<file path="src/rtl/bram_dump_pkg.sv">
// bram_dump_pkg
//   Shared types and constants for the BRAM debug-port dump reader.
//   - state_t       : reader FSM state encoding
//   - DEBUG_WE_NONE : byte-enable value driven on the debug port (read only)
//   - WORD_BYTES    : byte stride between consecutive BRAM words
//   - COUNT_W       : width of the word_count request port
//   - sat_count()   : clamps a requested word count to the BRAM depth
package bram_dump_pkg;

  typedef enum logic [2:0] {
    S_IDLE  = 3'd0,
    S_ISSUE = 3'd1,
    S_WAIT  = 3'd2,
    S_SEND  = 3'd3,
    S_FIN   = 3'd4
  } state_t;

  localparam logic [3:0]  DEBUG_WE_NONE = 4'b0000;
  localparam int unsigned WORD_BYTES    = 4;
  localparam int          COUNT_W       = 13;

  // A request larger than the memory would otherwise walk past the end of
  // the array and re-read low addresses; clamp it to the depth instead.
  function automatic logic [COUNT_W-1:0] sat_count(
    input logic [COUNT_W-1:0] req,
    input int unsigned        max_words
  );
    if (32'(req) > max_words) begin
      return COUNT_W'(max_words);
    end
    return req;
  endfunction

endpackage

</file>
<file path="src/rtl/dump_out_stage.sv">
// dump_out_stage
//   Single-entry output holding register for a valid/ready stream.
//   A load captures {addr, data, last} and raises out_valid; the entry is
//   held unchanged until the consumer accepts it (out_valid && out_ready),
//   after which out_valid drops. Payload registers keep their last value
//   after acceptance so downstream observers see a stable bus.
//
// Ports
//   clk        in   clock
//   rst        in   synchronous active-high reset, clears all outputs
//   load       in   capture load_* into the holding register
//   load_addr  in   address to present
//   load_data  in   data word to present
//   load_last  in   final-beat marker
//   out_ready  in   consumer ready
//   out_valid  out  stream valid
//   out_addr   out  held address
//   out_data   out  held data
//   out_last   out  held final-beat marker
//   accept     out  handshake strobe (out_valid && out_ready)
module dump_out_stage #(
  parameter int ADDR_W = 32,
  parameter int DATA_W = 32
) (
  input  logic              clk,
  input  logic              rst,
  input  logic              load,
  input  logic [ADDR_W-1:0] load_addr,
  input  logic [DATA_W-1:0] load_data,
  input  logic              load_last,
  input  logic              out_ready,
  output logic              out_valid,
  output logic [ADDR_W-1:0] out_addr,
  output logic [DATA_W-1:0] out_data,
  output logic              out_last,
  output logic              accept
);

  assign accept = out_valid && out_ready;

  // load wins over accept so a producer that reloads in the handshake cycle
  // gets back-to-back beats without a bubble.
  always_ff @(posedge clk) begin
    if (rst) begin
      out_valid <= 1'b0;
      out_addr  <= '0;
      out_data  <= '0;
      out_last  <= 1'b0;
    end else if (load) begin
      out_valid <= 1'b1;
      out_addr  <= load_addr;
      out_data  <= load_data;
      out_last  <= load_last;
    end else if (accept) begin
      out_valid <= 1'b0;
    end
  end

endmodule

</file>
<file path="src/rtl/bram_dump_reader.sv">
// bram_dump_reader
//   Walks a contiguous word range of an Inst/Data BRAM through its debug
//   read port (A2/WD2/WE2/RD2) and streams {address, data} beats out on a
//   valid/ready interface toward the UART/host dump path. One instance per
//   BRAM. The debug port is never written.
//
//   Optional build macro: BRAM_DUMP_CHECKSUM_EN adds a `checksum` output
//   holding the wrapping sum of every data word accepted in the current dump.
//
// Ports
//   CPU_CLK     in   clock
//   CPU_RST     in   synchronous active-high reset
//   start       in   one-cycle start pulse, honoured only while idle
//   base_addr   in   first byte address (bits [1:0] ignored)
//   word_count  in   words to dump, 0 finishes immediately, clamped to MAX_WORDS
//   busy        out  dump in progress
//   done        out  one-cycle completion pulse
//   dbg_a2      out  debug-port byte address
//   dbg_wd2     out  debug-port write data (always zero)
//   dbg_we2     out  debug-port byte enables (always zero)
//   dbg_rd2     in   debug-port read data
//   out_valid   out  stream valid
//   out_ready   in   stream ready
//   out_addr    out  byte address of out_data
//   out_data    out  word read from the BRAM
//   out_last    out  marks the final word of the dump
//   checksum    out  (BRAM_DUMP_CHECKSUM_EN only) sum of accepted words
//
// FSM
//   state   | meaning
//   S_IDLE  | waiting for start
//   S_ISSUE | dbg_a2 presents cur_addr, latency counter loaded
//   S_WAIT  | waiting RD_LAT cycles for dbg_rd2, capture on the last one
//   S_SEND  | beat offered on the stream until accepted
//   S_FIN   | done pulse, back to idle
module bram_dump_reader
  import bram_dump_pkg::*;
#(
  parameter int ADDR_W    = 32,
  parameter int DATA_W    = 32,
  parameter int MAX_WORDS = 4096,
  parameter int RD_LAT    = 1
) (
  input  logic               CPU_CLK,
  input  logic               CPU_RST,
  input  logic               start,
  input  logic [ADDR_W-1:0]  base_addr,
  input  logic [COUNT_W-1:0] word_count,
  output logic               busy,
  output logic               done,
  output logic [ADDR_W-1:0]  dbg_a2,
  output logic [DATA_W-1:0]  dbg_wd2,
  output logic [3:0]         dbg_we2,
  input  logic [DATA_W-1:0]  dbg_rd2,
  output logic               out_valid,
  input  logic               out_ready,
  output logic [ADDR_W-1:0]  out_addr,
  output logic [DATA_W-1:0]  out_data,
  output logic               out_last
`ifdef BRAM_DUMP_CHECKSUM_EN
  ,
  output logic [DATA_W-1:0]  checksum
`endif
);

  // RD_LAT is at least 1: the BRAM debug port is a registered read.
  localparam int LAT_W = $clog2(RD_LAT + 1);

  state_t             state;
  logic [ADDR_W-1:0]  cur_addr;
  logic [COUNT_W-1:0] remaining;
  logic [LAT_W-1:0]   lat_cnt;
  logic               capture;
  logic               accept;
  logic               start_ok;

  assign start_ok = (state == S_IDLE) && start;

  // The counter is loaded with RD_LAT in ISSUE and decremented every WAIT
  // cycle; the cycle in which it steps from 1 to 0 is the one where dbg_rd2
  // carries the word for dbg_a2, so WAIT lasts exactly RD_LAT cycles.
  assign capture = (state == S_WAIT) && (lat_cnt == LAT_W'(1));

  assign dbg_a2  = cur_addr;
  assign dbg_wd2 = '0;
  assign dbg_we2 = DEBUG_WE_NONE;

  assign busy = (state == S_ISSUE) || (state == S_WAIT) || (state == S_SEND);
  assign done = (state == S_FIN);

  always_ff @(posedge CPU_CLK) begin
    if (CPU_RST) begin
      state     <= S_IDLE;
      cur_addr  <= '0;
      remaining <= '0;
      lat_cnt   <= '0;
    end else begin
      case (state)
        S_IDLE: begin
          if (start) begin
            if (word_count != '0) begin
              cur_addr  <= base_addr & ~ADDR_W'(3);
              remaining <= sat_count(word_count, MAX_WORDS);
              state     <= S_ISSUE;
            end else begin
              state <= S_FIN;
            end
          end
        end
        S_ISSUE: begin
          lat_cnt <= LAT_W'(RD_LAT);
          state   <= S_WAIT;
        end
        S_WAIT: begin
          lat_cnt <= lat_cnt - LAT_W'(1);
          if (capture) begin
            state <= S_SEND;
          end
        end
        S_SEND: begin
          if (accept) begin
            // Address arithmetic wraps naturally at the top of the space.
            cur_addr  <= cur_addr + ADDR_W'(WORD_BYTES);
            remaining <= remaining - COUNT_W'(1);
            state     <= out_last ? S_FIN : S_ISSUE;
          end
        end
        S_FIN: begin
          state <= S_IDLE;
        end
        default: begin
          state <= S_IDLE;
        end
      endcase
    end
  end

  dump_out_stage #(
    .ADDR_W (ADDR_W),
    .DATA_W (DATA_W)
  ) u_out_stage (
    .clk       (CPU_CLK),
    .rst       (CPU_RST),
    .load      (capture),
    .load_addr (cur_addr),
    .load_data (dbg_rd2),
    .load_last (remaining == COUNT_W'(1)),
    .out_ready (out_ready),
    .out_valid (out_valid),
    .out_addr  (out_addr),
    .out_data  (out_data),
    .out_last  (out_last),
    .accept    (accept)
  );

`ifdef BRAM_DUMP_CHECKSUM_EN
  logic [DATA_W-1:0] sum_q;

  // Cleared on any start taken in idle (including a zero-length one), so the
  // value read at done always belongs to the dump that just finished.
  always_ff @(posedge CPU_CLK) begin
    if (CPU_RST) begin
      sum_q <= '0;
    end else if (start_ok) begin
      sum_q <= '0;
    end else if (accept) begin
      sum_q <= sum_q + out_data;
    end
  end

  assign checksum = sum_q;
`endif

endmodule

</file>
<file path="config.mk">
export PLATFORM = sky130hd
export DESIGN_NAME = bram_dump_reader
export DESIGN_NICKNAME = d
export VERILOG_FILES = /design/src/rtl/bram_dump_pkg.sv /design/src/rtl/dump_out_stage.sv /design/src/rtl/bram_dump_reader.sv
export SDC_FILE = /design/constraint.sdc
export NUM_CORES = 1
export LEC_CHECK = 0
export CORE_MARGIN = 2
export CORE_UTILIZATION = 39
export CTS_CLUSTER_SIZE = 20
export DETAILED_ROUTE_END_ITERATION = 12
export PLACE_DENSITY_LB_ADDON = 0.08
export SYNTH_ARGS = -nofsm -noshare
export SYNTH_HDL_FRONTEND = slang
export SYNTH_SLANG_ARGS = --single-unit
</file>
<file path="constraint.sdc">
create_clock -name CPU_CLK -period 2.1 [get_ports CPU_CLK]
set_input_delay 0.21 -clock CPU_CLK [delete_from_list [all_inputs] [get_ports CPU_CLK]]
set_output_delay 0.21 -clock CPU_CLK [all_outputs]
set_load 0.01 [all_outputs]
</file>
; ---- After elaboration in Yosys (flattened, before gate mapping)
; Index checks and enable logic that the tools add are counted.
[op_classes]
addsub = 3
magnitude_cmp = 1
eq_ne = 9
n_mux = 24
n_reduce_logical = 11
[ops]
columns = cell, count
row1 = two-way mux 32 bit, 3
row2 = two-way mux 13 bit, 5
row3 = case mux 32 bit (2 select lines), 1
row4 = adder 32 x 3 -> 32 bit (second input constant), 1
row5 = case mux 13 bit (2 select lines), 1
row6 = two-way mux 3 bit, 5
row7 = equality test 13 x 1 -> 1 bit (second input constant), 1
row8 = > comparator 13 bit (second input constant), 1
row9 = nonzero test 13 bit, 1
row10 = subtractor 13 x 1 -> 13 bit (second input constant), 1
row11 = case mux 3 bit (4 select lines), 1
row12 = two-way mux 1 bit, 7
row13 = equality test 3 x 2 -> 1 bit (second input constant), 2
row14 = inequality test 2 bit (second input constant), 3
row15 = nonzero test 2 bit, 3
row16 = AND reduction 4 bit, 1
row17 = equality test 3 x 1 -> 1 bit (second input constant), 1
row18 = equality test 3 bit (second input constant), 1
row19 = zero test 3 bit, 1
row20 = AND reduction 3 bit, 1
row21 = logical AND 1 bit, 2
row22 = logical OR 1 bit, 2
row23 = inequality test 2 x 1 -> 1 bit (second input constant), 1
row24 = case mux 1 bit (2 select lines), 1
row25 = subtractor 1 bit (second input constant), 1
[totals]
reg_bits = 115
in_bits = 81
output_inout_bits = 136

; ---- Logic depth before layout (Yosys ltp)
[depth]
depth_word = 10
depth_mapped = 7
ltp_nobuf = 7

; ---- By module
; Synthesis repeated with hierarchy kept, for this count alone.
[unflattened]
hier_cells = 681
hier_area_um2 = 5828.1
[by_module_without_submodules]
columns = mod, instances, cells_each, area_each_um2, seq_area_each_um2
row1 = bram_dump_reader, 1, 466, 3435.8, 940.9
row2 = dump_out_stage, 1, 215, 2392.3, 1321.3

; ---- Worst setup path before layout
; Ideal clock, no wire load.
[synth_path]
path_kind = reg2reg
start = reg cur_addr[2], in the netlist dbg_a2[2]
end = reg cur_addr[30], in the netlist dbg_a2[30]
setup_ps = 134
t_arrival_ps = 1801
t_required_ps = 1966
setup_slack_ps = 165
stages_incl_launch_ff = 7
cell_sequence = dfxtp_1 -> ha_1 -> nand3_1 -> nor4_4 -> nand2_1 -> o31ai_1 -> a211oi_1
[synth_via]
elab_chain_cells = 3
[synth_lines]
columns = item, line_no
row1 = from (decl), bram_dump_reader.sv:70  ; logic [ADDR_W-1:0] cur_addr;
row2 = from (signal assigned), bram_dump_reader.sv:102  ; cur_addr <= base_addr & ~ADDR_W'(3);
row3 = from (signal assigned), bram_dump_reader.sv:123  ; cur_addr <= cur_addr + ADDR_W'(WORD_BYTES);
row4 = adder 32 x 3 -> 32 bit, bram_dump_reader.sv:123
row5 = two-way mux 32 bit, bram_dump_reader.sv:121  ; if (accept) begin
row6 = case mux 32 bit (2 select lines), bram_dump_reader.sv:98  ; case (state)
; No other way between the ends. The select of a mux whose other input is x is not followed.
; A chain may end at the register's enable or synchronous reset.

; ---- Worst setup path after layout
[layout_path]
start = reg cur_addr[3], in the netlist dbg_a2[3]
end = reg cur_addr[30], in the netlist dbg_a2[30]
; The elaborated chain is that of the path after synthesis.

==> flow_metrics.env <==
export IMPL_run_status="finished, final reports clean"
export IMPL_final_nets=1014
export IMPL_cts_buffers=9
export IMPL_fin_skew_ns=0.009976
export IMPL_cts_tree="done"
export IMPL_design_portCount=217
export IMPL_critPathMaxStageDelay_ns=0.39
export IMPL_final_util_pct=57.41
export IMPL_fillers=1278
export IMPL_combinationalPowerShare_pct=39.3
export IMPL_hold_viol=0
export IMPL_clock_latency_ns=0.36
export IMPL_finalNonFillerCells=1115
export IMPL_worstPathMaxFanout=9
export IMPL_rsz0062_at_grt="no"
export IMPL_cp_top_family="simple AND/OR/NAND/NOR gates"
export IMPL_place_congestion=0.8646
export IMPL_vias=5961
export IMPL_switchingPower_w=0.002694
export IMPL_cp_start_kind="flip-flop"
export IMPL_post_synth_num_cell_types=63
export IMPL_drc=0
export IMPL_die_area_um2=15380
export IMPL_regToRegStartpoint="dbg_a2[3]$_SDFFE_PP0P_"
export IMPL_rows=43
export IMPL_max_freq_mhz=499.5
export IMPL_drt_iter0_markers=546
export IMPL_slew_headroom_pct=46.80
export IMPL_syn_avg_cell_area_um2=7.580
export IMPL_chipWidth_um=124.0
export IMPL_setup_viol=0
export IMPL_intPower_w=0.004796
export IMPL_antenna_found_initial=0
export IMPL_sw_frac_of_total_pct=35.96
export IMPL_die_y_um=124.0
export IMPL_track_usage_pct=22.65
export IMPL_clk_pin_slew_ns=0.07
export IMPL_first_pass_iters=6
export IMPL_netlist_instances=741
export IMPL_synth_ff_type="dfxtp_1"
export IMPL_via_per_inst=5.346
export IMPL_synth_area_top_cells="dfxtp_1 40%, nand2_1 11%, a21oi_1 10%"
export IMPL_async_flop_share_pct=0
export IMPL_grt_max_degree=56
export IMPL_worst_pin_slew_ns=0.7950
export IMPL_post_place_cells=1099
export IMPL_worstSetupPathType="flip-flop to flip-flop"
export IMPL_drive_gt1_share_pct=10.48
export IMPL_holdBufCountCts=0
export IMPL_p_leak_nw=2.916
export IMPL_clock_sinks=111
export IMPL_hold_path_startpoint="CPU_RST"
export IMPL_cts_setup_buffers=0
export IMPL_dp_slack_ns=-0.1057
export IMPL_cp_cell_sequence="ha_1 > nand3_1 > nor4_4 > buf_4 > nand2_1 > o31ai_1 > a211oi_1"
export IMPL_synthTopCellsByCount="160 x nand2_1, 113 x a21oi_1, 111 x dfxtp_1"
export IMPL_coreArea_um2=13990
export IMPL_initial_utilization_pct=40.15
export IMPL_yosys_warnings=0
export IMPL_final_antenna_net_count=0
export IMPL_clockPowerShare_pct=24.2
export IMPL_wl_per_cell_um=15.93
export IMPL_io_buffers=174
export IMPL_startpoint="dbg_a2[3]$_SDFFE_PP0P_"
export IMPL_synth_top_area_share_pct=39.56
export IMPL_drt_wl_total_um=17760
export IMPL_cts_resized=0
export IMPL_critPathRequiredTime_ns=2.32
export IMPL_crit_slowest_cell="dfxtp_1"
export IMPL_cp_num_buf_inv=1
export IMPL_finalCritPeriodShare_pct=95.34
export IMPL_synth_seq_area_share_pct=39.56
export IMPL_power_density_nw_per_um2=932.7
export IMPL_irDropWorstVdd_uv=666.7
export IMPL_clk_path_buf_depth=2
export IMPL_synth_largest_area_cell="dfxtp_1"
export IMPL_cp_arrival_ns=2.22
export IMPL_maxCapViolCount=0
export IMPL_htreeDepth=3
export IMPL_endpoint_kind="flip-flop"
export IMPL_diodes=0
export IMPL_grt_pass1_vias=5314
export IMPL_grt_pass1_wl_um=27150
export IMPL_fin_crit_ns=2.002
export IMPL_drv_slew=0
export IMPL_root_buffer="clkbuf_16"
export IMPL_synth_edf_count=0
export IMPL_yosysMostFrequentCell="nand2_1"
export IMPL_dp_hpwl_um=12850
export IMPL_seqPwrFrac_pct=36.5
export IMPL_grt_overflow_total=0
export IMPL_finalPower_w=0.007490
export IMPL_setup_ws_ns=0.09785
export IMPL_netlist_area_um2=5617
export IMPL_holdCritPathClass="input port to flip-flop"
export IMPL_area_delta_synth_final_pct=42.97
export IMPL_synth_seq_cells=111
export IMPL_tns_ns=0
-- per-stage QoR --
step                area, um^2  hold slack (ns)
detailed placement        7702           0.4458
finish                    8030           0.3558
global route              8030           0.3667
floorplan                 5763           0.3460
global placement          7702           0.4407
CTS                       8018           0.3472
-- path summary, 6_finish.rpt --
| check | to | slack (ns) | depth (start not counted) |
|---|---|---|---|
| worst max-delay path | dbg_a2[30]$_SDFFE_PP0P_ | 0.1 | 7 |
| worst min-delay path | u_out_stage.out_data[17]$_SDFFE_PP0P_ | 0.36 | 2 |
| worst max register to register | dbg_a2[30]$_SDFFE_PP0P_ | 0.1 | 7 |
| worst min register to register | u_out_stage.out_addr[5]$_SDFFE_PP0P_ | 0.45 | 2 |
-- cells by family after synthesis --
family	after synthesis	synth area share [%]
buffers and inverters	104	9.958
AOI/OAI and AO/OA	210	22.95
adders and majority gates	3	0.6684
xor gates and xnor gates	1	0.1560
DFF	111	39.56
other	1	0.06677
and+or+nand+nor	310	26.46
muxes	1	0.1782
-- worst reg2reg max path: stages, from the launching register on --
cell and delay [ns]:
dfxtp_1 0.39, ha_1 0.21, nand3_1 0.22, nor4_4 0.32, buf_4 0.22, nand2_1 0.14
o31ai_1 0.26, a211oi_1 0.10
-- power by group through the flow --
| stage | Combinational, W | Sequential, W | Clock, W |
|---|---|---|---|
| floorplan | 0.00149 | 0.00283 | 0 |
| global placement | 0.00285 | 0.00276 | 0 |
| detailed placement | 0.00291 | 0.00277 | 0 |
| CTS | 0.00292 | 0.00272 | 0.00186 |
| global route | 0.00323 | 0.00278 | 0.00192 |
| finish | 0.00294 | 0.00274 | 0.00181 |
-- flip-flops by register name (all words and copies together) (netlist names) --
signal	count
u_out_stage.out_last	1
state	3
u_out_stage.out_valid	1
remaining	13
lat_cnt	1
u_out_stage.out_addr	30
dbg_a2	30
u_out_stage.out_data	32
-- cell type report --
type                            count  area (um^2)  area share [%]
Clock buffer                       10        239.0           2.976
Clock inverter                      6        76.32          0.9505
Inverter                           11        41.29          0.5142
Timing Repair Buffer              232         2225           27.70
Tap cell                          180        225.2           2.805
Multi-Input combinational cell    565         2999           37.35
Sequential cell                   111         2225           27.70
-- cells in the final DEF (no fill, tap or decap), types with 5 or more instances in the layout --
cell type	count
clkdlybuf4s50_1	173
nand2_1	160
a21oi_1	113
dfxtp_1	109
buf_4	55
nor2_1	41
conb_1	40
o21ai_0	24
nand3_1	20
nor3_1	16
nand4_1	15
a211oi_1	12
inv_1	11
clkbuf_16	9
nand2b_1	8
nor4_1	8
a31oi_1	6
and2_1	5
o31ai_1	5
and3_1	5
o21a_1	5
o32ai_1	5
nor3b_1	5
-- per-layer routing --
| layer | vias to the layer above | global-route usage (%) | share of wire, % |
|---|---|---|---|
| li1 | 2911 | - | - |
| met1 | 2775 | 29.67 | 43 |
| met2 | 257 | 36.98 | 48 |
| met3 | 18 | 5.723 | 8.6 |
| met4 | 0 | 6.461 | 1.3 |
| met5 | - | 0 | 0 |
Power figures use the tool's default switching activity.
